==> config.mk <==
export PLATFORM = sky130hd
export DESIGN_NAME = regfile_cmd_sequencer
export DESIGN_NICKNAME = d
export VERILOG_FILES = /design/src/rtl/regfile_cmd_sequencer.sv
export SDC_FILE = /design/constraint.sdc
export NUM_CORES = 1
export LEC_CHECK = 0
export ABC_CLOCK_PERIOD_IN_PS = 3200
export BUFFER_PORTS_ARGS = -buffer_cell sky130_fd_sc_hd__buf_2
export CAP_MARGIN = 20
export CORE_MARGIN = 2
export CORE_UTILIZATION = 25
export DETAILED_ROUTE_END_ITERATION = 6
export GPL_ROUTABILITY_DRIVEN = 0
export REMOVE_ABC_BUFFERS = 1
export SLEW_MARGIN = 40
export SYNTH_ARGS = -nofsm -noshare
export SYNTH_HDL_FRONTEND = slang
export SYNTH_SLANG_ARGS = --single-unit
==> constraint.sdc <==
create_clock -name clock -period 3.2 [get_ports clock]
set_input_delay 0.16 -clock clock [delete_from_list [all_inputs] [get_ports clock]]
set_output_delay 0.16 -clock clock [all_outputs]
set_load 0.01 [all_outputs]
==> src/rtl/regfile_cmd_sequencer.sv <==
// regfile_cmd_sequencer: in-order command FIFO front-end for a 4 x 8-bit register file
//   clock, reset_n                          : clock, async active-low reset
//   cmd_valid/cmd_ready/cmd_write/cmd_address/cmd_data : command input (valid/ready)
//   write_address/write_data/write_en       : regfile write port
//   read_address/read_data                  : regfile read port (combinational read)
//   rsp_valid/rsp_ready/rsp_data            : read response output (valid/ready)
//   busy                                    : commands queued or response pending
module regfile_cmd_sequencer #(
    parameter int CMD_DEPTH = 4
) (
    input  logic       clock,
    input  logic       reset_n,
    input  logic       cmd_valid,
    output logic       cmd_ready,
    input  logic       cmd_write,
    input  logic [1:0] cmd_address,
    input  logic [7:0] cmd_data,
    output logic [1:0] write_address,
    output logic [7:0] write_data,
    output logic       write_en,
    output logic [1:0] read_address,
    input  logic [7:0] read_data,
    output logic       rsp_valid,
    input  logic       rsp_ready,
    output logic [7:0] rsp_data,
    output logic       busy
);
    localparam int AW = $clog2(CMD_DEPTH);
    localparam logic [AW:0] FULL = (AW + 1)'(CMD_DEPTH);
    logic [10:0] fifo [CMD_DEPTH];
    logic [AW-1:0] rd_ptr, wr_ptr;
    logic [AW:0] count;
    logic [10:0] head;
    logic push, issue, head_write;
    assign head = fifo[rd_ptr];
    assign head_write = head[10];
    assign cmd_ready = count < FULL;
    assign push = cmd_valid && cmd_ready;
    // writes never need the response slot, so a stalled client cannot block them
    assign issue = (count != '0) && (head_write || !rsp_valid || rsp_ready);
    assign write_en = issue && head_write;
    assign write_address = head[9:8];
    assign write_data = head[7:0];
    assign read_address = head[9:8];
    assign busy = (count != '0) || rsp_valid;
    always_ff @(posedge clock or negedge reset_n) begin
        if (!reset_n) begin
            for (int i = 0; i < CMD_DEPTH; i++) fifo[i] <= '0;
            rd_ptr <= '0;
            wr_ptr <= '0;
            count <= '0;
        end else begin
            if (push) begin
                fifo[wr_ptr] <= {cmd_write, cmd_address, cmd_data};
                wr_ptr <= wr_ptr + 1'b1;
            end
            if (issue) rd_ptr <= rd_ptr + 1'b1;
            count <= (push && !issue) ? count + 1'b1 : (!push && issue) ? count - 1'b1 : count;
        end
    end
    // a read issue reloads the slot even in the same cycle as a handshake
    always_ff @(posedge clock or negedge reset_n) begin
        if (!reset_n) begin
            rsp_valid <= 1'b0;
            rsp_data <= '0;
        end else if (issue && !head_write) begin
            rsp_valid <= 1'b1;
            rsp_data <= read_data;
        end else if (rsp_ready) begin
            rsp_valid <= 1'b0;
        end
    end
endmodule
==> flow_metrics.tcl <==
set metrics [dict create \
    outcome "completed" \
    p_leak_nw 1.452 \
    synth_simple_gate_area_share_pct 3.242 \
    avgRoutedWirePerCell_um 14.18 \
    postRouteAntennaNets 0 \
    r2r-start "rd_ptr[0]$_DFFE_PN0P_" \
    synth_xor_area_share_pct 1.645 \
    finalSetupViolCount 0 \
    synth_edf_count 0 \
    fillers 1040 \
    cp-start-kind "flip-flop" \
    die_area_sq_um 11490 \
    total_power_mw 3.577 \
    drt_iter0_markers 52 \
    grt_max_degree 32 \
    yosysSeqAreaShare_pct 56.39 \
    via_count 1554 \
    ys_top_cells_by_count "dfrtp_1, mux2_2, mux4_2" \
    place_hpwl_mm 3.449 \
    ir_drop_mv 0.3759 \
    postSynth.asyncResetShare_pct 100.0 \
    ios 47 \
    path_class "reg2reg" \
    numClockSinks 60 \
    synth_fa_ha_area_share_pct 3.102 \
    cp_num_buf_inv 1 \
    yosys-top-cells-area "dfrtp_1, mux2_2, mux4_2" \
    grt_usage_pct 9.938 \
    via_per_inst 4.269 \
    critical-path-slowest-cell "mux4_2" \
    endpoint_kind "flip-flop" \
    area_delta_synth_final_pct 23.68 \
    synth_area_leader_cell "dfrtp_1" \
    r2r_end "count[2]$_DFFE_PN0P_" \
    avgSynthCellArea_sq_um 15.75 \
    clk_latency_ns 0.34 \
    diodes 0 \
    drive_above_1_share_pct 57.46 \
    arrival_ns 2.53 \
    drv_slew 0 \
    drtPass1Iterations 3 \
    crit_family "adder cells" \
    min_from "read_data[3]" \
    rsz0062_at_grt "no" \
    synth-seq-cells 60 \
    synth_top_family_by_area "multiplexers" \
    die_height_um 107.2 \
    cts-root-buf "clkbuf_8" \
    yosys_warnings 0 \
    worst_slew_pin_slew_ns 0.6141 \
    synthCells 169 \
    fin_skew_ns 0.009514 \
    fmax_mhz 440.5 \
    hold_violations 0 \
    hold_class "in2reg" \
    start_util_pct 25.79 \
    drc_errors 0 \
    period_minus_slack_ns 2.270 \
    fp.dieW_um 107.2 \
    whs_path_depth 2 \
    worstHoldEndpoint "rsp_data[3]$_DFFE_PN0P_" \
    grt_pass1_vias 1655 \
    cp_cell_sequence "mux4_2 -> o21bai_1 -> ha_1 -> inv_1 -> fa_1 -> xor2_1 -> nor2_1 -> xnor2_1" \
    cts_made_buffers 9 \
    required_ns 3.46 \
    cts_setup_buffers 0 \
    drt_wl_total_mm 5.162 \
    path_clk_slew_ns 0.07 \
    antenna_found_initial 0 \
    r2r_cells 8 \
    rows 37 \
    grt_overflow_total 0 \
    tns_ns 0 \
    synth_compound_area_share_pct 1.410 \
    clockBufferDepth 2 \
    slew_headroom_pct 58.96 \
    yosysMostFrequentCell "dfrtp_1" \
    cap_violations 0 \
    io_buffers 46 \
    slowest_delay_ns 0.57 \
    netlist_area_sq_um 2663 \
    r2r_slack_ns 0.93 \
    synth-main-ff-cell "dfrtp_1" \
    power_density_nw_per_um2 1086 \
    synth_top_area_share_pct 56.39 \
    cts_tree "done" \
    min_period_over_period_pct 70.94 \
    h-tree-depth 3 \
    grt_pass1_wl_mm 8.535 \
    layout.nets 252 \
    core_sq_um 10320 \
    synthMuxAreaShare_pct 31.86 \
    critPathMaxFanout 4 \
    synthDistinctLibCells 22 \
]
registers in the layout (all words and copies together) (netlist names):
register and flops:
rd_ptr 2, wr_ptr 2, fifo 44, count 3, rsp_valid 1, rsp_data 8
stage by stage:
step | cell area [sq um] | instances | util, % | hold WS, ns | worst slack, ns
detailed placement | 3045 | 346 | 29.50 | 0.2591 | 0.9071
global route | 3293 | 364 | 31.90 | 0.03734 | 0.7801
finish | 3293 | 364 | 31.90 | 0.05747 | 0.9298
CTS | 3266 | 363 | 31.63 | 0.03182 | 0.8987
global placement | 3045 | 346 | 29.50 | 0.2535 | 0.9493
floorplan | 2615 | 160 | - | -0.1356 | 0.5943
logic make-up after synthesis:
logic type               Yosys count
XOR/XNOR                           5
AND/OR/NAND/NOR                   15
AO/OA/AOI/OAI                      6
buffers and inverters             13
multiplexers                      64
flip-flops                        60
adder cells (fa/ha/maj)            6
metal layers:
metal / track usage (%) / share of wire [%] / wire, um / vias up
met1: 12.94 / 46 / 2378 / 796
met4: 2.505 / 0.85 / 44 / 0
li1: - / - / - / 715
met5: 0 / 0 / 0 / -
met2: 15.37 / 47 / 2433 / 38
met3: 4.073 / 5.9 / 306 / 5
layout by cell type, fill, tap and decap left out, types with 2 or more instances in the layout:
| cell type | n |
|---|---|
| buf_2 | 46 |
| buf_4 | 4 |
| clkbuf_8 | 11 |
| clkinvlp_4 | 2 |
| dfrtp_1 | 60 |
| ha_1 | 5 |
| inv_1 | 4 |
| mux2_2 | 53 |
| mux4_2 | 10 |
| nand2_1 | 5 |
| nand2b_1 | 2 |
| nor2_1 | 2 |
| nor2b_1 | 3 |
| o21ai_0 | 3 |
| o31ai_1 | 2 |
| xnor2_1 | 4 |
where the power goes:
| part | switching [mW] | internal, mW |
|---|---|---|
| Clock | 0.305 | 0.403 |
| Sequential | 0.195 | 1.15 |
| Combinational | 0.656 | 0.866 |
| Total | 1.16 | 2.42 |
final cells by class:
cell class | instances | area [sq um] | share of cell area (%)
Tap cell | 136 | 170.2 | 5.167
Multi-Input combinational cell | 96 | 1099 | 33.36
Inverter | 4 | 15.01 | 0.4559
Clock inverter | 5 | 58.81 | 1.786
Timing Repair Buffer | 52 | 297.8 | 9.043
Clock buffer | 11 | 151.4 | 4.597
Sequential cell | 60 | 1501 | 45.59
worst max path at each step:
stage | from | end | cells past startpoint
2_1_floorplan | rd_ptr[0]$_DFFE_PN0P_ | count[2]$_DFFE_PN0P_ | 8
3_3_place_gp | rd_ptr[0]$_DFFE_PN0P_ | count[2]$_DFFE_PN0P_ | 8
3_5_place_dp | fifo[10]$_DFFE_PN0P_ | count[2]$_DFFE_PN0P_ | 8
4_1_cts | fifo[10]$_DFFE_PN0P_ | count[2]$_DFFE_PN0P_ | 8
5_1_grt | rd_ptr[0]$_DFFE_PN0P_ | count[2]$_DFFE_PN0P_ | 8
6_report | rd_ptr[0]$_DFFE_PN0P_ | count[2]$_DFFE_PN0P_ | 8
timing repair:
item,CTS,global route
gates resized for setup,0,0
endpoints found under the hold margin,29,0
hold buffers,1,0
No activity file was read; power rests on OpenSTA's default activity.
